**config.mk**
```make
export PLATFORM = sky130hd
export DESIGN_NAME = mem_burst_master
export DESIGN_NICKNAME = d
export VERILOG_FILES = /design/src/rtl/mem_burst_master.sv
export SDC_FILE = /design/constraint.sdc
export NUM_CORES = 1
export LEC_CHECK = 0
export CAP_MARGIN = 20
export CORE_MARGIN = 5
export CORE_UTILIZATION = 37
export DETAILED_ROUTE_END_ITERATION = 10
export GPL_TIMING_DRIVEN = 0
export PLACE_DENSITY = 0.83
export SYNTH_ARGS = -nofsm -noshare
export SYNTH_HDL_FRONTEND = slang
export SYNTH_SLANG_ARGS = --single-unit
```
**constraint.sdc**
```tcl
create_clock -name clock -period 3.4 [get_ports clock]
set_clock_uncertainty 0.05 [all_clocks]
set_input_delay 0.68 -clock clock [delete_from_list [all_inputs] [get_ports clock]]
set_output_delay 0.68 -clock clock [all_outputs]
set_load 0.01 [all_outputs]
```
**src/rtl/mem_burst_master.sv**
```systemverilog
// Burst master: turns one request into a 1/4/8/16-beat word burst on a simple memory port.
// Define MEM_BURST_PERF_EN to add the saturating beat_count performance counter output.
module mem_burst_master #(
  parameter int data_width    = 32,
  parameter int address_width = 32
) (
  input  logic                     clock,
  input  logic                     reset,
  input  logic                     req_valid,
  output logic                     req_ready,
  input  logic                     req_rw,
  input  logic [address_width-1:0] req_addr,
  input  logic [1:0]               req_size,
  input  logic [data_width-1:0]    wdata,
  output logic                     wdata_pop,
  output logic [data_width-1:0]    rdata,
  output logic                     rdata_valid,
  output logic                     done,
  output logic [address_width-1:0] mem_address,
  output logic [data_width-1:0]    mem_data_in,
  output logic [1:0]               mem_access_size,
  output logic                     mem_rw,
  output logic                     mem_enable,
  output logic                     mem_enable_data_write,
  input  logic                     mem_busy,
  input  logic [data_width-1:0]    mem_data_out
`ifdef MEM_BURST_PERF_EN
  ,output logic [31:0]             beat_count
`endif
);

  typedef enum logic [1:0] {IDLE, ISSUE, RETIRE, FINISH} state_t;

  state_t                   r_state;
  state_t                   w_nextState;
  logic                     w_accept;
  logic                     w_issue;
  logic                     w_idle;
  logic [3:0]               r_beat;
  logic [3:0]               w_lastBeat;
  logic                     r_rw;
  logic [address_width-1:0] r_base;
  logic [1:0]               r_size;
  logic                     r_rdValid;
  logic [address_width-1:0] w_offset;
  logic                     w_unused;

  // Beat sequencing is purely cycle-driven, so the memory's busy flag has no role.
  assign w_unused = mem_busy;

  always_comb begin
    w_lastBeat = 4'd0;
    case (r_size)
      2'b00:   w_lastBeat = 4'd0;
      2'b01:   w_lastBeat = 4'd3;
      2'b10:   w_lastBeat = 4'd7;
      default: w_lastBeat = 4'd15;
    endcase
  end

  always_ff @(posedge clock or posedge reset) begin
    if (reset) begin
      r_state <= IDLE;
    end else begin
      r_state <= w_nextState;
    end
  end

  always_comb begin
    w_nextState = r_state;
    w_accept    = 1'b0;
    case (r_state)
      IDLE: begin
        if (req_valid) begin
          w_accept    = 1'b1;
          w_nextState = ISSUE;
        end
      end
      ISSUE: begin
        if (r_beat == w_lastBeat) begin
          w_nextState = (r_size == 2'b00) ? FINISH : RETIRE;
        end
      end
      RETIRE:  w_nextState = IDLE;
      FINISH:  w_nextState = IDLE;
      default: w_nextState = IDLE;
    endcase
  end

  always_ff @(posedge clock or posedge reset) begin
    if (reset) begin
      r_beat    <= 4'd0;
      r_rw      <= 1'b1;
      r_base    <= '0;
      r_size    <= 2'b00;
      r_rdValid <= 1'b0;
    end else begin
      r_rdValid <= w_issue & r_rw;
      if (w_accept) begin
        r_rw   <= req_rw;
        r_base <= {req_addr[address_width-1:2], 2'b00};
        r_size <= req_size;
        r_beat <= 4'd0;
      end else if (w_issue && (r_beat != w_lastBeat)) begin
        r_beat <= r_beat + 4'd1;
      end else if (done) begin
        r_beat <= 4'd0;
      end
    end
  end

  // RETIRE keeps the final beat's address and size so the memory sees a stable closing cycle.
  assign w_idle                = (r_state == IDLE);
  assign w_issue               = (r_state == ISSUE);
  assign w_offset              = address_width'({r_beat, 2'b00});
  assign req_ready             = w_idle;
  assign done                  = (r_state == RETIRE) || (r_state == FINISH);
  assign mem_enable            = w_issue || (r_state == RETIRE);
  assign mem_address           = w_idle ? '0 : (r_base + w_offset);
  assign mem_rw                = w_idle ? 1'b1 : r_rw;
  assign mem_access_size       = w_idle ? 2'b00 : r_size;
  assign mem_enable_data_write = 1'b0;
  assign mem_data_in           = wdata;
  assign wdata_pop             = w_issue & ~r_rw;
  assign rdata                 = mem_data_out;
  assign rdata_valid           = r_rdValid;

`ifdef MEM_BURST_PERF_EN
  always_ff @(posedge clock or posedge reset) begin
    if (reset) begin
      beat_count <= 32'd0;
    end else if (w_issue && (beat_count != 32'hFFFF_FFFF)) begin
      beat_count <= beat_count + 32'd1;
    end
  end
`endif

endmodule
```
# Yosys cells after proc, flatten, opt, wreduce, memory -nomap -nowiden
# Cells that the tools add are included.
# totals
romBits	0
out_inout_bits	105
inputBits	103
mem_bits_rw	0
latchBits	0
n_memories	0
ff_bits	40
# op_classes
mul	0
n_bitwise	3
add_sub_neg	2
n_eq_ne	9
muxes	13
shifts	0
div	0
magnitude_cmp	0
reduce_logical	8
# op_table
cell	count
adder 32 x 6 -> 32 bit	1
two-way mux 32 bit	1
two-way mux 4 bit	3
one-hot mux 4 bit (3 select lines)	1
equality test 2 bit, second input constant	3
two-way mux 2 bit	3
one-hot mux 2 bit (3 select lines)	1
adder 4 x 1 -> 4 bit, second input constant	1
equality test 2 x 1 -> 1 bit, second input constant	2
equality test 4 bit	1
logical NOT 2 bit	2
two-way mux 1 bit	4
inequality test 4 bit	1
nonzero test 3 bit	1
bitwise AND 1 bit	2
logical OR 1 bit	2
inequality test 2 x 1 -> 1 bit, second input constant	1
inequality test 2 bit, second input constant	1
AND reduction 2 bit	1
OR reduction 2 bit	1
logical AND 1 bit	1
NOT 1 bit	1

# Logic depth before layout (Yosys ltp)
# Gate-level depths: netlist of run 1.
# logic_depth
word_depth	6
ltp_mapped	9
mapped_depth_nobuf	7

# Worst setup path after synthesis of run 1
# Ideal clock, no wire load.
# synth_path
path_type	flip-flop to output port
start	register r_beat[0]
end	output mem_address[28]
path_stages_with_launch	9
path_slack_ps	396
arrival_ps	2274
path_buffers	1
path_cell_list	dfrtp_1 > ha_1 > inv_1 > fa_1 > nand2b_1 > a21o_1 > clkbuf_1 > or4_1 > a21oi_1
# synth_via
elab_chain_len	2
# synth_rtl
element	line	source
start: declaration	39	logic [3:0] r_beat;
start signal: assignment	105	r_beat <= r_beat + 4'd1;
adder 32 x 6 -> 32 bit	119	assign mem_address = w_idle ? '0 : (r_base + w_offset);
two-way mux 32 bit	119	
end: declaration	19	output logic [address_width-1:0] mem_address,
# No other way between the ends.

# Worst setup path in the final report of run 1
# layout_path
start	register r_beat[2]
end	output mem_address[13]
# Same word-level chain as after synthesis.

==> impl_metrics.py, run 1 <==
metrics = {
    "finish": {
        "num-nets-final": 613,
        "area_delta_synth_final_pct": 55.9,
        "n_fill_cell": 690,
        "antenna_cells": 0,
        "drive_gt1_frac": 0.304,
    },
    "power": {
        "p_leak_uw": 0.00211,
        "p_switching_uw": 1420,
        "power_uw": 3490,
        "pwr-share-seq": 0.281,
        "intPower_uw": 2070,
        "p_clk_frac": 0.114,
        "comb_power_share": 0.605,
        "powerDensity_nw_per_um2": 714,
        "ir_drop_v": 0.000461,
        "swShare": 0.407,
    },
    "clocking": {
        "clock_sinks": 40,
        "clk_pin_slew_ns": 0.09,
        "cts_tree": "yes",
        "numCtsBuffers": 5,
        "htreeDepth": 2,
        "cts_buffer_depth": 2,
        "cts_hold_buf": 0,
        "cts_root_buffer": "clkbuf_8",
        "clock_latency_ns": 0.29,
    },
    "placed_design": {
        "gp_congestion": 0.806,
        "pre_cts_ws_ns": -0.414,
        "hpwl_mm": 7.92,
        "numPortBuffers": 137,
    },
    "synth": {
        "netlist_area_um2": 3130,
        "synth_area_per_cell_um2": 8.95,
        "synth-seq-area-share": 0.320,
        "synth_ff_type": "dfrtp_1",
        "ys_types": 40,
        "synth_edf_count": 0,
        "synthCells": 350,
        "yosysWarnings": 0,
        "ys_ff_latch": 40,
        "async_flop_share": 1.00,
    },
    "floorplanning": {
        "num_rows": 33,
        "num_io_pins": 208,
        "floorplan.die.width_um": 102,
        "coreArea_um2": 8220,
        "die_area_um2": 10400,
        "dieHeight_um": 102,
        "start_util": 0.381,
    },
    "route": {
        "final_antenna_net_count": 0,
        "viasPerCell": 4.98,
        "wl_mm": 9.84,
        "drtIter0Drc": 79,
        "vias": 3010,
        "dr.pass1.iters": 4,
        "wire_per_inst_um": 16.3,
        "drcViolationCount": 0,
    },
    "critical_path": {
        "cpMaxStageDelayCell": "clkdlybuf4s50_1",
        "critical_path_arrival_ns": 2.65,
        "cpPeakStageDelay_ns": 0.57,
        "cp-end-kind": "output pin",
        "path_class": "reg -> out",
        "critPathRequiredTime_ns": 2.67,
        "crit_chain": "ha_4 > and3_1 > a22oi_1 > clkbuf_4 > or3_1 > a21oi_1 > clkdlybuf4s50_1",
        "cp_top_family": "buffers and inverters",
        "startpoint_type": "register",
        "cp_num_buf_inv": 2,
        "worstPathMaxFanout": 10,
    },
    "sta": {
        "period_share": 0.993,
        "setup_slack_ns": 0.0245,
        "slew_headroom": 0.431,
        "finalHoldViolations": 0,
        "period_minus_slack_ns": 3.38,
        "worstMarginPinSlew_ns": 0.853,
        "finalSetupViolations": 0,
        "rsz0062_at_grt": "true",
        "fmax_mhz": 296,
        "slew_viol_final": 0,
    },
    "status": {
        "outcome": "completed",
    },
    "global_routing": {
        "grt_overflow": 0,
        "grt_pass1_wl_mm": 14.9,
        "global_route.usage.total": 0.180,
        "grt_max_degree": 41,
        "antenna_found_initial": 0,
        "grt_pass1_vias": 3062,
    },
    "worst_hold_path": {
        "min_path_type": "reg -> reg",
    },
    "flow_run": {
        "maxCapViolCount": 0,
    },
}
## cells by family after synthesis
family	after synthesis	synth area share
xor+xnor	6	0.0168
compound gates	64	0.120
other cells	1	0.00120
simple gates	95	0.173
flops	40	0.320
mux	33	0.118
fa+ha+maj	11	0.0463
buf+inv	100	0.205
## cell usage after synthesis, drive strengths merged, types with 10 or more instances
cell,number,area (um2)
buf,74,544
inv,16,60.1
dfrtp,39,976
a21oi,22,110
nor2,14,52.6
mux2,32,360
clkbuf,10,37.5
nand2,14,52.6
ha,10,125
o21ai,20,100
## metrics by stage
step | setup TNS [ns] | hold slack (ns) | area (um2) | instances | utilization
floorplan | 0 | 0.435 | 3140 | 352 | -
global placement | -3.96 | 0.446 | 4640 | 594 | 0.565
detailed placement | -4.09 | 0.463 | 4640 | 594 | 0.565
CTS | 0 | 0.484 | 4800 | 603 | 0.585
global route | -0.502 | 0.509 | 4880 | 605 | 0.594
finish | 0 | 0.487 | 4880 | 605 | 0.594
## area by class of cell
class / count / area [um2] / area share
Multi-Input combinational cell: 212 / 1580 / 0.324
Inverter: 16 / 60.1 / 0.0123
Sequential cell: 40 / 1010 / 0.206
Clock inverter: 2 / 35.0 / 0.00718
Timing Repair Buffer: 140 / 1380 / 0.282
Buffer: 84 / 613 / 0.126
Clock buffer: 6 / 72.6 / 0.0149
Tap cell: 105 / 131 / 0.0269
## per-layer routing
layer | track usage | vias up | part of all wire
met3 | 0.0430 | 14 | 0.089
met5 | 0 | - | 0
met1 | 0.190 | 1414 | 0.35
met2 | 0.354 | 133 | 0.54
li1 | - | 1449 | -
met4 | 0.0424 | 0 | 0.013
## cells in the final DEF, fill, tap and decap left out, types with 14 or more instances in the layout
master,netlist,final
clkdlybuf4s50_1,0,122
buf_4,68,71
dfrtp_1,39,35
mux2_2,32,32
o21ai_0,19,19
a21oi_1,22,18
inv_1,16,15
nor2_1,14,14
nand2_1,14,14
## power by group through the flow
stage	registers [uW]	clock network (uW)	logic [uW]
finish	981	397	2110
global route	1020	424	2340
CTS	972	406	2120
detailed placement	977	0	2110
global placement	955	0	2060
floorplan	901	0	1170
## state kept, by name, indices dropped and copies added (netlist names)
name         cells
r_state          2
r_size           2
r_beat           4
r_rw             1
rdata_valid      1
r_base          30
## repair_timing
item / 4_1_cts / 5_1_grt
setup endpoints to repair: 30 / 29
gates resized for setup: 53 / 21
pin swaps: 1 / 5
gates cloned: 0 / 1
setup buffers: 1 / 1
## worst paths after layout
| check | start | to | slack [ns] | cells after the start |
|---|---|---|---|---|
| max | r_beat[2] | mem_address[13] | 0.02 | 7 |
| min | r_rw | rdata_valid | 0.49 | 1 |
| max reg2reg | r_state[0] | r_size[1] | 1.09 | 6 |
| min reg2reg | r_rw | rdata_valid | 0.49 | 1 |
| max in group asynchronous | reset | r_beat[1] | 1.88 | 2 |
| min in group asynchronous | reset | r_base[23] | 0.83 | 2 |
No activity file was read; power rests on OpenSTA's default activity.
==> run 2: changes to the inputs <==
--- a/config.mk
+++ b/config.mk
@@ -5,12 +5,14 @@
 export SDC_FILE = /design/constraint.sdc
 export NUM_CORES = 1
 export LEC_CHECK = 0
+export ABC_AREA = 1
 export CAP_MARGIN = 20
 export CORE_MARGIN = 5
-export CORE_UTILIZATION = 37
+export CORE_UTILIZATION = 38
 export DETAILED_ROUTE_END_ITERATION = 10
 export GPL_TIMING_DRIVEN = 0
-export PLACE_DENSITY = 0.83
+export MAX_ROUTING_LAYER = met4
+export PLACE_DENSITY = 0.82
 export SYNTH_ARGS = -nofsm -noshare
 export SYNTH_HDL_FRONTEND = slang
 export SYNTH_SLANG_ARGS = --single-unit
==> run 2 against run 1 <==
Worst hold slack worse by 0.048 ns. Setup slack better by 0.064 ns. Design area is 2.6% higher. Synthesized cell count is 39% higher. Sequential power is 2.0% lower. Area after synthesis is 7.1% higher. Flip-flop and latch count stayed put. Sequential share of layout area is 0.58 points lower. Largest power group unchanged. Maximum frequency is 1.9% higher.
==> impl_metrics.py, run 2 <==
metrics = {
    "power": {
        "ir_drop_v": 0.000513,
        "swShare": 0.463,
        "p_leak_uw": 0.00249,
        "comb_power_share": 0.654,
        "powerDensity_nw_per_um2": 741,
        "p_switching_uw": 1720,
        "pwr-share-seq": 0.259,
        "p_clk_frac": 0.087,
        "intPower_uw": 1990,
    },
    "synth": {
        "synth_common_cells": "nand2_1 (104), nor2_1 (81), buf_4 (68), inv_1 (49), dfrtp_1 (39)",
        "ys_ff_latch": 40,
        "ys_types": 31,
        "async_flop_share": 1.00,
        "synth_top_family_by_area": "simple AND/OR/NAND/NOR gates",
        "ys_top_cells_by_area": "dfrtp_1 (29%), buf_4 (15%), nand2_1 (12%)",
        "synth_ff_type": "dfrtp_1",
        "yosysMostFrequentCell": "nand2_1",
        "synth_top_area_cell": "dfrtp_1",
        "synth_area_per_cell_um2": 6.90,
        "synth-xor-area-share": 0.0157,
        "synth-seq-area-share": 0.299,
        "synth-simple-area-share": 0.295,
        "netlist_area_um2": 3350,
        "synth_edf_count": 0,
        "synth-adder-area-share": 0.0433,
        "yosysTopAreaCellShare": 0.291,
        "muxShareOfSynthArea": 0.0403,
        "synthCells": 486,
        "yosysWarnings": 0,
        "synth_compound_gate_area_share": 0.0869,
    },
    "route": {
        "drtIter0Drc": 182,
        "dr.pass1.iters": 4,
        "viasPerCell": 4.76,
        "wl_met3_um": 831,
        "wl_met1_mm": 4.48,
        "wire_per_inst_um": 15.0,
        "vias": 3538,
        "highest_layer": "met4",
        "wl_mm": 11.1,
        "met2_length_mm": 5.80,
        "final_antenna_net_count": 0,
        "drcViolationCount": 0,
    },
    "clocking": {
        "numCtsBuffers": 5,
        "htreeDepth": 2,
        "cts_buffer_depth": 2,
        "cts_hold_buf": 0,
        "clock_latency_ns": 0.30,
        "clock_sinks": 40,
        "cts_root_buffer": "clkbuf_8",
        "clk_pin_slew_ns": 0.08,
        "cts_tree": "yes",
    },
    "critical_path": {
        "worstPathMaxFanout": 4,
        "cp_num_buf_inv": 3,
        "crit_chain": "ha_2 > inv_1 > fa_1 > inv_1 > nand2_1 > nand2_2 > nand2_2 > a21oi_1 > clkdlybuf4s50_1",
        "r2r_slack_ns": 1.45,
        "cpMaxStageDelayCell": "clkdlybuf4s50_1",
        "path_class": "reg -> out",
        "cpPeakStageDelay_ns": 0.56,
        "critPathRequiredTime_ns": 2.67,
        "reg2reg_depth": 7,
        "cp_top_family": "buffers and inverters",
        "startpoint_type": "register",
        "r2r_end": "r_base[6]",
        "cp-end-kind": "output pin",
        "r2r_start": "r_state[0]",
        "critical_path_arrival_ns": 2.58,
    },
    "sta": {
        "final.setup.tns_ns": 0,
        "fin_hold_ws_ns": 0.439,
        "period_minus_slack_ns": 3.31,
        "period_share": 0.974,
        "fmax_mhz": 302,
        "slew_viol_final": 0,
        "finalSetupViolations": 0,
        "rsz0062_at_grt": "true",
        "worstMarginPinSlew_ns": 0.891,
        "slew_headroom": 0.405,
        "finalHoldViolations": 0,
    },
    "worst_hold_path": {
        "whs_endpoint": "rdata_valid",
        "hold_depth": 2,
        "min_path_type": "reg -> reg",
        "holdCritStartpoint": "r_rw",
    },
    "finish": {
        "n_fill_cell": 797,
        "finalInstanceArea_um2": 5010,
        "antenna_cells": 0,
        "num-nets-final": 749,
        "final_cell_mix": "clkdlybuf4s50_1 (129), nand2_1 (103), nor2_1 (81), buf_4 (71), inv_1 (47)",
        "regMostFlops": "r_base",
        "top_regs": "r_base (30), r_beat (4)",
        "area_delta_synth_final_pct": 49.3,
        "final_common_cell": "clkdlybuf4s50_1",
        "largest_reg_flops": 30,
        "drive_gt1_frac": 0.200,
    },
    "placed_design": {
        "numPortBuffers": 137,
        "hpwl_mm": 9.13,
        "gp_congestion": 0.912,
        "placedInstanceArea_um2": 4870,
    },
    "floorplanning": {
        "coreArea_um2": 8680,
        "start_util": 0.387,
        "num_rows": 34,
        "floorplan.die.width_um": 104,
        "num_io_pins": 208,
        "dieHeight_um": 104,
        "die_area_um2": 10800,
    },
    "global_routing": {
        "grt_overflow": 0,
        "antenna_found_initial": 0,
        "grt_max_degree": 41,
        "grt_pass1_wl_mm": 17.5,
        "global_route.usage.total": 0.200,
        "grt_pass1_vias": 3486,
    },
    "flow_run": {
        "maxCapViolCount": 0,
    },
    "status": {
        "outcome": "completed",
    },
}
-- run 2: changes by cell type after synthesis, moves of 9 or more --
cell,before,now
a21oi_1,22,37
clkbuf_1,10,1
inv_1,16,49
mux2_2,32,12
nand2_1,14,104
nand3_1,7,29
nor2_1,14,81
nor2b_1,9,0
o31ai_1,9,0
or3_1,9,0
or4_1,9,0
-- run 2: how the worst max path moves through the flow --
stage | from | endpoint | slack, ns | depth (start not counted)
after floorplan | r_beat[0] | mem_address[26] | 0.96 | 12
after global placement | r_beat[0] | mem_address[28] | 0.16 | 11
after detailed placement | r_beat[0] | mem_address[28] | 0.11 | 11
after CTS | r_beat[0] | mem_address[20] | 0.02 | 11
after global routing | r_beat[0] | mem_address[18] | -0.02 | 10
final | r_beat[0] | mem_address[12] | 0.09 | 9
-- run 2: logic make-up (layout without fill, tap and decap cells) --
group / after synthesis / after routing
buf+inv: 126 / 274
flops: 40 / 40
fa+ha+maj: 11 / 11
simple gates: 236 / 236
xor+xnor: 6 / 6
other cells: 1 / 3
compound gates: 54 / 54
mux: 12 / 12
-- run 2: layout make-up --
cell class | instances | area, um2 | area share
Buffer | 76 | 548 | 0.109
Clock buffer | 7 | 76.3 | 0.0152
Clock inverter | 1 | 5.00 | 0.000999
Inverter | 50 | 191 | 0.0382
Multi-Input combinational cell | 322 | 1640 | 0.327
Sequential cell | 40 | 1000 | 0.201
Tap cell | 108 | 135 | 0.0270
Timing Repair Buffer | 140 | 1410 | 0.281
-- run 2: routing by layer --
layer | GRT usage | vias to the layer above
met2 | 0.351 | 150
met1 | 0.241 | 1640
li1 | - | 1745
met5 | - | -
met3 | 0.0416 | 3
met4 | 0.0268 | 0
-- run 2: repair_timing --
| item | 4_1_cts | 5_1_grt |
|---|---|---|
| pin swaps | 1 | 2 |
| setup endpoints to repair | 12 | 13 |
| gates resized for setup | 5 | 11 |
| buffers inserted | 1 | 2 |
-- run 2: worst min-delay path, stage by stage (launching register included) --
cell and delay (ns):
dfstp_2 0.38, nand2_1 0.05, inv_1 0.03
-- run 2: power groups by stage --
| stage | clock (uW) | combinational [uW] | sequential, uW |
|---|---|---|---|
| final | 322 | 2430 | 961 |
| after global routing | 347 | 2670 | 991 |
| after CTS | 326 | 2450 | 950 |
| after detailed placement | 0 | 2420 | 959 |
| after global placement | 0 | 2380 | 953 |
| after floorplan | 0 | 1380 | 887 |
-- run 2: metrics by stage --
step                       util  std cells  worst slack [ns]  total power [uW]
after floorplan               -        488             0.965              2270
after global placement    0.561        733             0.163              3330
after detailed placement  0.561        733             0.113              3380
after CTS                 0.572        742            0.0178              3720
after global routing      0.577        744           -0.0207              4010
final                     0.577        744            0.0884              3710
